### src/rtl/cpu_wb_pkg.sv
// Shared writeback-stage types: load/result-select encodings and the per-lane pipeline register record.
package cpu_wb_pkg;

    typedef enum logic [2:0] {
        LD_NONE = 3'd0,
        LD_LB   = 3'd1,
        LD_LBU  = 3'd2,
        LD_LH   = 3'd3,
        LD_LHU  = 3'd4,
        LD_LW   = 3'd5
    } load_t;

    typedef enum logic [1:0] {
        WB_PC8  = 2'd0,
        WB_ALU  = 2'd1,
        WB_OUTB = 2'd2,
        WB_DM   = 2'd3
    } wb_sel_t;

    localparam logic [31:0] PC_LINK_OFFSET = 32'd8;

    typedef struct packed {
        logic    valid;
        logic [31:0] pc;
        load_t   load_type;
        wb_sel_t wb_sel;
        logic    rf_wr;
        logic    except;
        logic    done;
        logic    done_r;
    } wb_lane_t;

    // Reset selects the ALU path so an empty stage presents a zero result rather than pc+8.
    localparam wb_lane_t LANE_RESET = '{
        valid:     1'b0,
        pc:        32'd0,
        load_type: LD_NONE,
        wb_sel:    WB_ALU,
        rf_wr:     1'b0,
        except:    1'b0,
        done:      1'b0,
        done_r:    1'b0
    };

    function automatic logic [31:0] link_addr(input logic [31:0] pc);
        return pc + PC_LINK_OFFSET;
    endfunction

endpackage

### src/rtl/wb_load_ext.sv
// Little-endian load extension for one lane: picks the byte/half addressed by the low address bits.
module wb_load_ext
    import cpu_wb_pkg::*;
#(
    parameter int DW = 32
) (
    input  load_t          load_type_i,
    input  logic [1:0]     addr_lo_i,
    input  logic [DW-1:0]  word_i,
    output logic [DW-1:0]  data_o
);

    logic [7:0]  byte_sel;
    logic [15:0] half_sel;

    always_comb begin
        byte_sel = word_i[{addr_lo_i, 3'b000} +: 8];
        half_sel = word_i[{addr_lo_i[1], 4'b0000} +: 16];
        case (load_type_i)
            LD_LB:   data_o = {{(DW-8){byte_sel[7]}}, byte_sel};
            LD_LBU:  data_o = {{(DW-8){1'b0}}, byte_sel};
            LD_LH:   data_o = {{(DW-16){half_sel[15]}}, half_sel};
            LD_LHU:  data_o = {{(DW-16){1'b0}}, half_sel};
            default: data_o = word_i;
        endcase
    end

endmodule

### src/rtl/wb_stage_multi.sv
// N-lane MEM/WB register with result select, one-shot ordered regfile write gating and a retire counter.
// Optional trace ports are enabled by defining WB_TRACE_EN.
module wb_stage_multi
    import cpu_wb_pkg::*;
#(
    parameter int LANES = 2,
    parameter int DW    = 32,
    parameter int RW    = 5
) (
    input  logic                  clk,
    input  logic                  rst,
    input  logic                  wb_flush,
    input  logic                  wb_wr,
    input  logic                  wb_dis_wr,
    input  logic [LANES-1:0]      mem_valid,
    input  logic [LANES*32-1:0]   mem_pc,
    input  logic [LANES*DW-1:0]   mem_alu_out,
    input  logic [LANES*DW-1:0]   mem_out_b,
    input  logic [LANES*DW-1:0]   mem_dm_out,
    input  logic [LANES*3-1:0]    mem_load_type,
    input  logic [LANES*2-1:0]    mem_wb_sel,
    input  logic [LANES*RW-1:0]   mem_dst,
    input  logic [LANES-1:0]      mem_rf_wr,
    input  logic [LANES-1:0]      mem_except,
    output logic [LANES-1:0]      wb_valid,
    output logic [LANES*32-1:0]   wb_pc,
    output logic [LANES-1:0]      wb_except,
    output logic [LANES*RW-1:0]   wb_dst,
    output logic [LANES*DW-1:0]   wb_result,
    output logic [LANES-1:0]      wb_rf_we,
    output logic [31:0]           wb_retire_cnt
`ifdef WB_TRACE_EN
    ,
    output logic [LANES*32-1:0]   debug_wb_pc,
    output logic [LANES*4-1:0]    debug_wb_rf_wen,
    output logic [LANES*RW-1:0]   debug_wb_rf_wnum,
    output logic [LANES*DW-1:0]   debug_wb_rf_wdata
`endif
);

    wb_lane_t      lane_q [LANES];
    wb_lane_t      lane_d [LANES];
    logic [DW-1:0] alu_q  [LANES];
    logic [DW-1:0] alu_d  [LANES];
    logic [DW-1:0] outb_q [LANES];
    logic [DW-1:0] outb_d [LANES];
    logic [DW-1:0] dm_q   [LANES];
    logic [DW-1:0] dm_d   [LANES];
    logic [RW-1:0] dst_q  [LANES];
    logic [RW-1:0] dst_d  [LANES];
    logic [31:0]   retire_cnt_q, retire_cnt_d;

    logic [DW-1:0]    ext_data    [LANES];
    logic [DW-1:0]    lane_result [LANES];
    logic [LANES-1:0] base_we, ordered_we, final_we, resolved, retire;
    logic             older_except;
    logic [31:0]      retire_sum;

    for (genvar g = 0; g < LANES; g++) begin : g_lane
        wb_load_ext #(.DW(DW)) u_load_ext (
            .load_type_i (lane_q[g].load_type),
            .addr_lo_i   (alu_q[g][1:0]),
            .word_i      (dm_q[g]),
            .data_o      (ext_data[g])
        );
    end

    // An exception in lane i kills writes and retirement of itself and every younger lane.
    always_comb begin
        older_except = 1'b0;
        base_we      = '0;
        ordered_we   = '0;
        retire       = '0;
        for (int i = 0; i < LANES; i++) begin
            base_we[i]    = lane_q[i].valid & lane_q[i].rf_wr & ~lane_q[i].except
                          & (dst_q[i] != '0) & ~lane_q[i].done;
            ordered_we[i] = base_we[i] & ~older_except;
            retire[i]     = lane_q[i].valid & ~lane_q[i].except & ~older_except
                          & ~lane_q[i].done_r & ~wb_dis_wr;
            older_except  = older_except | lane_q[i].except;
        end
        final_we = ordered_we;
        for (int i = 0; i < LANES; i++) begin
            for (int j = i + 1; j < LANES; j++) begin
                if (ordered_we[j] && (dst_q[j] == dst_q[i])) begin
                    final_we[i] = 1'b0;
                end
            end
        end
        final_we = final_we & ~{LANES{wb_dis_wr}};
        // A lane beaten by a younger same-destination write is resolved too, so it never lands later while held.
        resolved = ordered_we & ~{LANES{wb_dis_wr}};
        retire_sum = '0;
        for (int i = 0; i < LANES; i++) begin
            retire_sum = retire_sum + 32'(retire[i]);
        end
    end

    always_comb begin
        for (int i = 0; i < LANES; i++) begin
            case (lane_q[i].wb_sel)
                WB_PC8:  lane_result[i] = DW'(link_addr(lane_q[i].pc));
                WB_ALU:  lane_result[i] = alu_q[i];
                WB_OUTB: lane_result[i] = outb_q[i];
                default: lane_result[i] = ext_data[i];
            endcase
        end
    end

    always_comb begin
        lane_d       = lane_q;
        alu_d        = alu_q;
        outb_d       = outb_q;
        dm_d         = dm_q;
        dst_d        = dst_q;
        retire_cnt_d = retire_cnt_q + retire_sum;
        for (int i = 0; i < LANES; i++) begin
            if (wb_flush) begin
                lane_d[i].valid  = 1'b0;
                lane_d[i].rf_wr  = 1'b0;
                lane_d[i].except = 1'b0;
                lane_d[i].done   = 1'b0;
                lane_d[i].done_r = 1'b0;
            end else if (wb_wr) begin
                lane_d[i].valid     = mem_valid[i];
                lane_d[i].pc        = mem_pc[i*32 +: 32];
                lane_d[i].load_type = load_t'(mem_load_type[i*3 +: 3]);
                lane_d[i].wb_sel    = wb_sel_t'(mem_wb_sel[i*2 +: 2]);
                lane_d[i].rf_wr     = mem_rf_wr[i];
                lane_d[i].except    = mem_except[i];
                lane_d[i].done      = 1'b0;
                lane_d[i].done_r    = 1'b0;
                alu_d[i]            = mem_alu_out[i*DW +: DW];
                outb_d[i]           = mem_out_b[i*DW +: DW];
                dm_d[i]             = mem_dm_out[i*DW +: DW];
                dst_d[i]            = mem_dst[i*RW +: RW];
            end else begin
                if (resolved[i]) begin
                    lane_d[i].done = 1'b1;
                end
                if (retire[i]) begin
                    lane_d[i].done_r = 1'b1;
                end
            end
        end
    end

    always_ff @(posedge clk or posedge rst) begin
        if (rst) begin
            for (int i = 0; i < LANES; i++) begin
                lane_q[i] <= LANE_RESET;
                alu_q[i]  <= '0;
                outb_q[i] <= '0;
                dm_q[i]   <= '0;
                dst_q[i]  <= '0;
            end
            retire_cnt_q <= '0;
        end else begin
            lane_q       <= lane_d;
            alu_q        <= alu_d;
            outb_q       <= outb_d;
            dm_q         <= dm_d;
            dst_q        <= dst_d;
            retire_cnt_q <= retire_cnt_d;
        end
    end

    always_comb begin
        wb_valid  = '0;
        wb_pc     = '0;
        wb_except = '0;
        wb_dst    = '0;
        wb_result = '0;
        for (int i = 0; i < LANES; i++) begin
            wb_valid[i]           = lane_q[i].valid;
            wb_pc[i*32 +: 32]     = lane_q[i].pc;
            wb_except[i]          = lane_q[i].except;
            wb_dst[i*RW +: RW]    = dst_q[i];
            wb_result[i*DW +: DW] = lane_result[i];
        end
        wb_rf_we      = final_we;
        wb_retire_cnt = retire_cnt_q;
    end

`ifdef WB_TRACE_EN
    always_comb begin
        debug_wb_pc       = wb_pc;
        debug_wb_rf_wnum  = wb_dst;
        debug_wb_rf_wdata = wb_result;
        debug_wb_rf_wen   = '0;
        for (int i = 0; i < LANES; i++) begin
            debug_wb_rf_wen[i*4 +: 4] = {4{final_we[i]}};
        end
    end
`endif

endmodule
### config.mk
export PLATFORM = sky130hd
export DESIGN_NAME = wb_stage_multi
export DESIGN_NICKNAME = d
export VERILOG_FILES = /design/src/rtl/cpu_wb_pkg.sv /design/src/rtl/wb_load_ext.sv /design/src/rtl/wb_stage_multi.sv
export SDC_FILE = /design/constraint.sdc
export NUM_CORES = 1
export LEC_CHECK = 0
export BUFFER_PORTS_ARGS = -buffer_cell sky130_fd_sc_hd__buf_2
export CORE_MARGIN = 2
export CORE_UTILIZATION = 53
export CTS_BUF_LIST = sky130_fd_sc_hd__clkbuf_8 sky130_fd_sc_hd__clkbuf_16
export DETAILED_ROUTE_END_ITERATION = 8
export PLACE_DENSITY = 0.81
export REMOVE_ABC_BUFFERS = 1
export SETUP_SLACK_MARGIN = 0.1
export SLEW_MARGIN = 15
export SYNTH_ARGS = -nofsm -noshare
export SYNTH_HDL_FRONTEND = slang
export SYNTH_SLANG_ARGS = --single-unit
### constraint.sdc
create_clock -name clk -period 14.4 [get_ports clk]
set_clock_uncertainty 0.15 [all_clocks]
set_input_delay 2.88 -clock clk [delete_from_list [all_inputs] [get_ports clk]]
set_output_delay 2.88 -clock clk [all_outputs]
set_load 0.05 [all_outputs]
**After elaboration in Yosys (flattened, before gate mapping)**

Cells that the tools add are included.

- Add/sub/neg operators: 4
- Equal/unequal tests: 13
- Shift operators: 4
- Multiplexer cells: 17
- Bitwise operators: 27
- Reduce and logical (&&, ||, !) cells: 11

Operators by type and width:

| operator | number |
|---|---|
| one-hot mux 32 bit (4 select lines) | 2 |
| one-hot mux 32 bit (3 select lines) | 2 |
| 2-to-1 mux 40 bit | 2 |
| adder 32 x 4 -> 32 bit, second input constant | 2 |
| indexed part select 32 x 6 -> 16 bit | 2 |
| indexed part select 32 x 6 -> 8 bit | 2 |
| adder 32 x 2 -> 32 bit | 1 |
| bitwise AND 1 bit | 16 |
| == test 3 x 2 -> 1 bit, second input constant | 4 |
| nonzero test 3 bit | 4 |
| nonzero test 5 bit | 2 |
| 2-to-1 mux 4 bit | 2 |
| inverter 1 bit | 8 |
| 2-to-1 mux 1 bit | 7 |
| == test 3 x 1 -> 1 bit, second input constant | 2 |
| == test 3 bit, second input constant | 2 |
| == test 5 bit | 1 |
| bitwise AND 2 bit | 2 |
| == test 2 x 1 -> 1 bit, second input constant | 2 |
| == test 2 bit, second input constant | 2 |
| logical NOT 2 bit | 2 |
| 2-to-1 mux 2 bit | 2 |
| adder 1 x 1 -> 2 bit | 1 |
| inverter 2 bit | 1 |
| 3 further kinds | 3 |

- Flip-flop bits (word level): 318
- Input port bits: 287
- Word-level logic and storage cells: 101

**Depth between registers and ports, before layout**

Gate-level depths: netlist of run 1.

- Word-level depth: 9
- Gate-level depth with buffers: 9
- Mapped depth without buffers: 9

**Cells and area by module**

A second synthesis of run 1 with hierarchy kept.

- Cells, all modules: 1482
- Area total of the unflattened synthesis: 17397.9 um^2

By module, submodules not included:

| module | instances | cells an instance | area each (um^2) |
|---|---|---|---|
| wb_stage_multi | 1 | 1178 | 15493.6 |
| wb_load_ext | 2 | 152 | 952.2 |

**Least setup slack after synthesis of run 1**

No wires, ideal clock.

- Path type: input to output
- Start: input port wb_dis_wr
- End: output port wb_rf_we[0]
- Arrival: 4.121 ns
- Path slack: 7.249 ns
- Stages on the path: 5
- Buffers on the path: 0
- Cell sequence: nor2_1 nand2_1 nor3b_1 o21ai_0 a21oi_1

- Longest elaborated chain between the ends: 2

Ends and longest elaborated chain:

| item | line | text |
|---|---|---|
| start, declared | wb_stage_multi.sv:14 | `input logic wb_dis_wr,` |
| inverter 2 bit | wb_stage_multi.sv:90 | `final_we = final_we & ~{LANES{wb_dis_wr}};` |
| bitwise AND 2 bit | wb_stage_multi.sv:90 |  |
| end, declared | wb_stage_multi.sv:30 | `output logic [LANES-1:0] wb_rf_we,` |

No other way between the ends.

**Worst setup path after layout of run 1**

Ends and elaborated chain as after synthesis.

==> results of run 1 <==
[flip-flops by register name, indices dropped and copies added, names as in the netlist]
| signal | count |
|---|---|
| dm_q | 64 |
| wb_pc | 64 |
| outb_q | 64 |
| wb_retire_cnt | 32 |
| wb_dst | 10 |
| lane_q | 16 |
| alu_q | 64 |
| wb_except | 2 |
| wb_valid | 2 |
[power by group]
group / internal (uW) / total [uW] / switching [uW]
clock: 596 / 963 / 367
sequential: 1020 / 1170 / 154
combinational: 316 / 979 / 663
total: 1930 / 3110 / 1180
[worst register-to-register path: stages, from the launching register on]
cell and delay (ns):
sky130_fd_sc_hd__dfrtp_1 0.39, sky130_fd_sc_hd__nand2b_1 0.20, sky130_fd_sc_hd__or3_1 0.37, sky130_fd_sc_hd__nor2_1 0.16, sky130_fd_sc_hd__fa_1 0.33, sky130_fd_sc_hd__ha_1 0.27, sky130_fd_sc_hd__and3_1 0.23, sky130_fd_sc_hd__nand3_1 0.20
sky130_fd_sc_hd__nor3_1 0.27, sky130_fd_sc_hd__xor2_1 0.22
[cells in the mapped netlist, drive strengths merged, types with 5 or more instances]
cell	n	area share, %
dfrtp	316	47
mux2	273	18
buf	107	4.3
nand2	105	2.4
nor2	81	1.8
a21oi	67	2.0
xnor2	51	2.7
o21ai	49	1.5
clkbuf	45	1.0
nand3	42	1.3
o22ai	31	1.2
xor2	27	1.4
mux2i	26	1.6
a221oi	25	1.3
nand4	21	0.97
and3	18	0.68
a31oi	15	0.56
nor3	14	0.45
nor4	13	0.58
inv	12	0.27
a211oi	10	0.45
and4	10	0.53
a21o	8	0.36
and2	8	0.30
nand2b	8	0.30
o21bai	8	0.36
or2	8	0.30
a211o	7	0.37
a22oi	7	0.32
o31a	7	0.38
o31ai	7	0.32
a221o	6	0.36
o21a	6	0.27
o22a	6	0.32
or4	6	0.29
a2111oi	5	0.26
nor2b	5	0.19
or3	5	0.19
[final cells by class]
| type | count | area, um^2 |
|---|---|---|
| inverters | 12 | 52.55 |
| clock buffers | 47 | 1075 |
| diodes | 15 | 37.54 |
| fillers | 2399 | 10720 |
| clock inverters | 17 | 192.7 |
| flip-flops and latches | 318 | 7960 |
| repair buffers | 474 | 2415 |
| well taps | 396 | 495.5 |
| multi-input cells | 1021 | 7804 |
[cell families (layout without fill, tap and decap cells)]
group / Yosys count / after routing / share of synthesized area [%]
flip-flops: 318 / 318 / 47.74
multiplexers: 299 / 299 / 20.00
buffers and inverters: 164 / 550 / 5.538
other: 0 / 15 / 0
AO/OA/AOI/OAI: 286 / 286 / 11.51
XOR/XNOR: 78 / 78 / 4.098
adder cells (fa/ha/maj): 4 / 4 / 0.3452
AND/OR/NAND/NOR: 354 / 354 / 10.76
[final timing paths]
kind / start / end / slack (ns) / depth (start not counted)
setup reg to reg: wb_except[1] / wb_retire_cnt[24] / 11.53 / 9
max in group asynchronous: rst / outb_q[60] / 9.37 / 4
min in group asynchronous: rst / wb_retire_cnt[20] / 2.33 / 2
setup / recovery: wb_dis_wr / wb_rf_we[0] / 7.37 / 7
hold / removal: wb_retire_cnt[31] / wb_retire_cnt[31] / 0.33 / 1
hold reg to reg: wb_retire_cnt[31] / wb_retire_cnt[31] / 0.33 / 1
[metal layers]
| layer | share of wire [%] | global-route usage [%] | up-vias | routed length [um] |
|---|---|---|---|---|
| met4 | 3.5 | 11.45 | 2 | 1744 |
| met5 | 0.026 | 0 | - | 13 |
| met1 | 42 | 41.45 | 6923 | 20990 |
| met2 | 47 | 47.69 | 684 | 23970 |
| li1 | - | - | 6173 | - |
| met3 | 7.5 | 5.402 | 125 | 3800 |
[through the flow]
stage          setup TNS [ns]  total power [uW]  instances
2_1_floorplan         -672.69              1866       1351
3_3_place_gp                0              2129       2221
3_5_place_dp                0              2147       2221
4_1_cts                     0              3114       2285
5_1_grt                     0              3236       2300
6_report                    0              3113       2300
==> Implementation_results.wiki, run 1 <==
{| class="wikitable"
! Metric !! Value
|-
| Run status || finished clean
|-
| Kind of start point of the critical path || input pin
|-
| Number of enable-type register cells in the synthesized netlist || 0
|-
| Synth Cell Area || 16,670 um^2
|-
| Post-detailed-route count of antenna-violating nets || 0
|-
| Setup repair after global routing missed its margin || no
|-
| Number of levels in the clock H-tree || 2
|-
| Post-synthesis async set-or-reset flop share || 100.0%
|-
| Number of max-cap violations || 0
|-
| Number of pins with negative max-slew slack in the final report || 0
|-
| Total global-route track usage || 30.10%
|-
| Relative slew slack || 24.20%
|-
| DP Area || 18,730 um^2
|-
| Fraction of layout instances using a drive strength above 1 || 44.26%
|-
| WP data required || 11.37 ns
|-
| Port Buf Inserts || 462
|-
| Die Footprint || 32,890 um^2
|-
| Ratio of routed vias to standard cells || 6.047
|-
| Worst-margin pin slew || 1.137 ns
|-
| Signed area change from the synthesized netlist to the final layout || 20.15%
|-
| Largest net degree at the start of global routing || 198
|-
| Sequential-to-total area share from yosys stat || 47.74%
|-
| Global-route wire length before repair || 78,060 um
|-
| Most common cell after layout, fill and taps aside || sky130_fd_sc_hd__buf_2
|-
| Crit path buf inv count || 2
|-
| Clock insertion delay at the later pin of the skew report || 0.51 ns
|-
| Biggest fanout along the worst timing path || 2
|-
| Width of the chip || 181.4 um
|-
| Initial cell density of the core || 54.22%
|-
| Final-layout worst hold slack || 0.3338 ns
|-
| Routability Congestion || 0.9539
|-
| Number of global-route vias before repair || 13,660
|-
| Cell count after synthesis || 1,503
|-
| Cell repeated most along the worst path || sky130_fd_sc_hd__buf_2
|-
| Class of the tightest hold or removal check || flop to flop
|-
| Final layout net count || 2,154
|-
| First DRT Iteration DRCs || 1,250
|-
| DRC violation count after routing || 0
|-
| CTS tree || yes
|-
| Mean routed wirelength per cell || 21.96 um
|-
| Most common flop cell mapped by yosys || sky130_fd_sc_hd__dfrtp_1
|-
| Setup crit end kind || output pin
|-
| Data arrival at the endpoint of the critical path || 4.00 ns
|-
| Slowest stage delay, CP || 0.28 ns
|-
| Number of buffers created by CTS || 36
|-
| Post-cts resize count || 0
|-
| Total wire length after detailed routing || 50,510 um
|-
| Seq cells post-synth || 318
|-
| Final standard cell utilization of the core || 65.14%
|-
| Clock tree sinks || 318
|-
| P_leak || 0.009055 uW
|-
| VDD IR-drop max || 136.4 uV
|-
| Peak clock frequency supported by timing || 0.1423 GHz
|-
| Clock root cell || sky130_fd_sc_hd__clkbuf_16
|-
| Synth unique cells || 74
|-
| Slowest cell on the critical path || sky130_fd_sc_hd__buf_2
|-
| Synth Area per Inst || 11.09 um^2
|-
| Global route total overflow || 0
|-
| Vias || 13,910
|-
| Yosys warns || 0
|-
| Top cell family by delay on the critical path || simple AND/OR/NAND/NOR gates
|-
| Largest buffer count on any clock path || 3
|-
| Worst Setup Path Type || input pin to output pin
|-
| Final Cell Area || 20,030 um^2
|-
| Core footprint || 30,750 um^2
|-
| Commonest non-fill, non-tap cells in the layout || sky130_fd_sc_hd__buf_2, sky130_fd_sc_hd__dfrtp_1, sky130_fd_sc_hd__mux2_2
|-
| Number of setup violations in the final report || 0
|-
| Critical Path, Cell by Cell || buf_2 > nor2_1 > nand2_1 > nor3b_1 > o21ai_0 > a21oi_1 > buf_2
|-
| Power per unit of standard cell area || 155.4 nW/um^2
|-
| Period Utilization, post-route || 48.80%
|-
| Place WS || 7.388 ns
|-
| Clock edge transition at the registers on the reported setup and hold paths || 0.06 ns
|-
| Hpwl dp || 36,680 um
|-
| Setup Buffers After CTS || 0
|-
| Least setup slack across all paths after layout || 7.373 ns
|-
| Top-Level Pins || 463
|-
| Number of core rows || 64
|-
| Quantity of hold-fixing buffers added after cts || 0
|-
| Die Y || 181.4 um
|-
| Antenna violations before repair || 16
|-
| Minimum period implied by the final worst setup slack || 7.027 ns
|-
| Number of detailed-routing iterations run before antenna repair || 5
|-
| Final number of hold-violating endpoints || 0
|}
(Power assumes the default switching activity.)
==> run 2, diff against run 1 <==
Settings changed: CORE_UTILIZATION 53 to 48, PLACE_DENSITY 0.81 to 0.77.
Clock period 14.4 ns to 6.2 ns, I/O delays scaled along.
==> run 2 against run 1 <==
Total power rose by 130%. Flip-flop and latch count did not move. Register-to-register slack got worse by 8.0 ns. Utilization fell by 6.8 points. Critical endpoint is now wb_result[26].
==> Implementation_results.wiki, run 2 (synthesis gave the netlist of run 1 again) <==
{| class="wikitable"
! Metric !! Value
|-
| Global route total overflow || 0 (unchanged)
|-
| Number of core rows || 68 (+6.3%)
|-
| Number of inserted filler cells in the final layout || 2,919 (+22%)
|-
| Setup Buffers After CTS || 0 (unchanged)
|-
| Period Utilization, post-route || 78.16%
|-
| Class of the tightest hold or removal check || flop to flop
|-
| Number of max-cap violations || 0 (unchanged)
|-
| Ratio of routed vias to standard cells || 5.884 (-2.7%)
|-
| Worst Setup Path Type || flop to output pin
|-
| Kind of start point of the critical path || flop
|-
| Total wire length after detailed routing || 52,160 um (+3.3%)
|-
| Number of setup violations in the final report || 0 (unchanged)
|-
| Number of detailed-routing iterations run before antenna repair || 7 (+2)
|-
| Sw Ratio || 38.97% (+0.94 points)
|-
| Post-cts resize count || 0 (unchanged)
|-
| DRC violation count after routing || 0 (unchanged)
|-
| Number of levels in the clock H-tree || 2 (unchanged)
|-
| Number of pins with negative max-slew slack in the final report || 0 (unchanged)
|-
| Die Footprint || 36,240 um^2 (+10%)
|-
| Core footprint || 34,370 um^2 (+12%)
|-
| CTS tree || yes
|-
| Signed area change from the synthesized netlist to the final layout || 20.34%
|-
| DP Area || 18,810 um^2 (+0.45%)
|-
| WP data required || 4.81 ns (-6.56 ns)
|-
| Clock tree sinks || 318 (unchanged)
|-
| Clock edge transition at the registers on the reported setup and hold paths || 0.06 ns (about the same)
|-
| Relative slew slack || 35.61% (+11 points)
|-
| Hpwl dp || 37,840 um (+3.2%)
|-
| Number of non-filler instances in the completed layout || 2,366 (+2.9%)
|-
| Peak clock frequency supported by timing || 0.2064 GHz
|-
| Clock insertion delay at the later pin of the skew report || 0.54 ns (+0.03 ns)
|-
| Clock network fraction of total power || 30.0% (-0.9 points)
|-
| Combinational Power Share || 31.5% (about the same)
|-
| Final-layout worst hold slack || 0.3221 ns (-0.01177 ns)
|-
| First DRT Iteration DRCs || 1,258 (+0.64%)
|-
| Number of global-route vias before repair || 13,610 (-0.31%)
|-
| Slowest cell on the critical path || sky130_fd_sc_hd__dfstp_2
|-
| Minimum period implied by the final worst setup slack || 4.846 ns
|-
| Final number of hold-violating endpoints || 0 (unchanged)
|-
| Most common cell after layout, fill and taps aside || sky130_fd_sc_hd__buf_2
|-
| Largest buffer count on any clock path || 3 (unchanged)
|-
| Antenna violations before repair || 22 (+6)
|-
| Share of power burned in registers || 38.5% (+0.9 points)
|-
| Number of buffers created by CTS || 37 (+2.8%)
|-
| Area used by sequential logic in the layout || 7960 um^2 (unchanged)
|-
| Post-detailed-route count of antenna-violating nets || 0 (unchanged)
|-
| Slowest stage delay, CP || 1.17 ns (+0.89 ns)
|-
| Critical Path, Cell by Cell || nand2b_1 > o22ai_1 > a31o_2 > a211oi_1 > buf_2
|-
| Setup repair after global routing missed its margin || no
|-
| Mean routed wirelength per cell || 22.04 um (+0.38%)
|-
| Power per unit of standard cell area || 355.9 nW/um^2 (+130%)
|-
| VDD IR-drop max || 280.3 uV (+110%)
|-
| Die Y || 190.4 um (+5.0%)
|-
| Vias || 13,920 (+0.11%)
|-
| Top-Level Pins || 463 (unchanged)
|-
| Least setup slack across all paths after layout || 1.354 ns (-6.018 ns)
|-
| Port Buf Inserts || 462 (unchanged)
|-
| Width of the chip || 190.4 um (+5.0%)
|-
| Total global-route track usage || 28.20% (-1.9 points)
|-
| Initial cell density of the core || 48.50% (-5.7 points)
|-
| Multi-input gate area in the final layout || 7804 um^2 (unchanged)
|-
| Fraction of layout instances using a drive strength above 1 || 43.92% (-0.34 points)
|-
| Number of cells after detailed placement || 2,278 (+2.6%)
|-
| Sw Pwr || 2783 uW (+140%)
|-
| Routability Congestion || 0.9781 (+2.5%)
|-
| Setup crit end kind || output pin
|-
| Data arrival at the endpoint of the critical path || 3.46 ns (-0.54 ns)
|-
| Place WS || 1.964 ns (-5.424 ns)
|-
| Final Cell Area || 20,060 um^2 (+0.16%)
|-
| Run status || finished clean
|-
| P_leak || 0.009044 uW (-0.12%)
|-
| Worst-margin pin slew || 0.9658 ns (-0.1712 ns)
|-
| Internal power component || 4359 uW (+130%)
|-
| Quantity of hold-fixing buffers added after cts || 0 (unchanged)
|-
| Final layout net count || 2,153 (-0.046%)
|-
| Largest net degree at the start of global routing || 164 (-17%)
|-
| Biggest fanout along the worst timing path || 47 (+45)
|-
| Clock root cell || sky130_fd_sc_hd__clkbuf_16
|-
| Global-route wire length before repair || 79,030 um (+1.2%)
|-
| Commonest non-fill, non-tap cells in the layout || sky130_fd_sc_hd__buf_2, sky130_fd_sc_hd__dfrtp_1, sky130_fd_sc_hd__mux2_2
|}
-- run 2: cell types whose count changed in the layout (fill, tap and decap cells not counted), moves of 3 or more --
| cell | before | now |
|---|---|---|
| sky130_fd_sc_hd__diode_2 | 15 | 21 |
| sky130_fd_sc_hd__buf_4 | 11 | 7 |
| sky130_fd_sc_hd__bufinv_16 | 4 | 1 |
| sky130_fd_sc_hd__inv_1 | 16 | 23 |
-- run 2: cell type report --
cell class / instances / share of cell area [%]
Multi-Input combinational cell: 1021 / 38.89
Sequential cell: 318 / 39.67
Tap cell: 455 / 2.837
Antenna cell: 21 / 0.2619
Inverter: 12 / 0.2619
Timing Repair Buffer: 472 / 12.09
Clock inverter: 21 / 0.6423
Clock buffer: 46 / 5.344
-- run 2: path summary, 6_finish.rpt --
path | cells past startpoint | endpoint | start | slack, ns
max in group asynchronous | 3 | dm_q[0] | rst | 3.95
setup reg to reg | 9 | wb_retire_cnt[24] | wb_except[1] | 3.53
min in group asynchronous | 2 | wb_pc[10] | rst | 0.66
hold reg to reg | 1 | wb_retire_cnt[31] | wb_retire_cnt[31] | 0.32
hold / removal | 1 | wb_retire_cnt[31] | wb_retire_cnt[31] | 0.32
setup / recovery | 5 | wb_result[26] | lane_q[46] | 1.35
-- run 2: worst max-delay path, delay by kind of cell, from the launching register on --
family          cells  cell delay [ns]
simple gates        1             0.74
flops               1             1.17
buf+inv             1             0.32
compound gates      3             0.66
-- run 2: metal layers --
metal  up-vias  wire length (um)  GRT usage (%)
met5         -                15              0
met1      6865             21270          37.62
li1       6181                 -              -
met3       140              4484          5.870
met4         2              2253          14.25
met2       734             24130          43.62
-- run 2: metrics by stage --
stage                     total power, uW  TNS [ns]  util (%)
after floorplan                      4333  -3745.83         -
after global placement               4954         0     54.72
after detailed placement             4995         0     54.72
after CTS                            7161         0     58.22
after global routing                 7426         0     58.36
final                                7141         0     58.37
-- run 2: power groups by stage --
stage	clock network, uW	registers [uW]	logic [uW]
after global placement	0	2760	2200
after global routing	2270	2790	2370
after floorplan	0	2950	1390
after CTS	2190	2730	2240
final	2140	2750	2250
after detailed placement	0	2770	2230
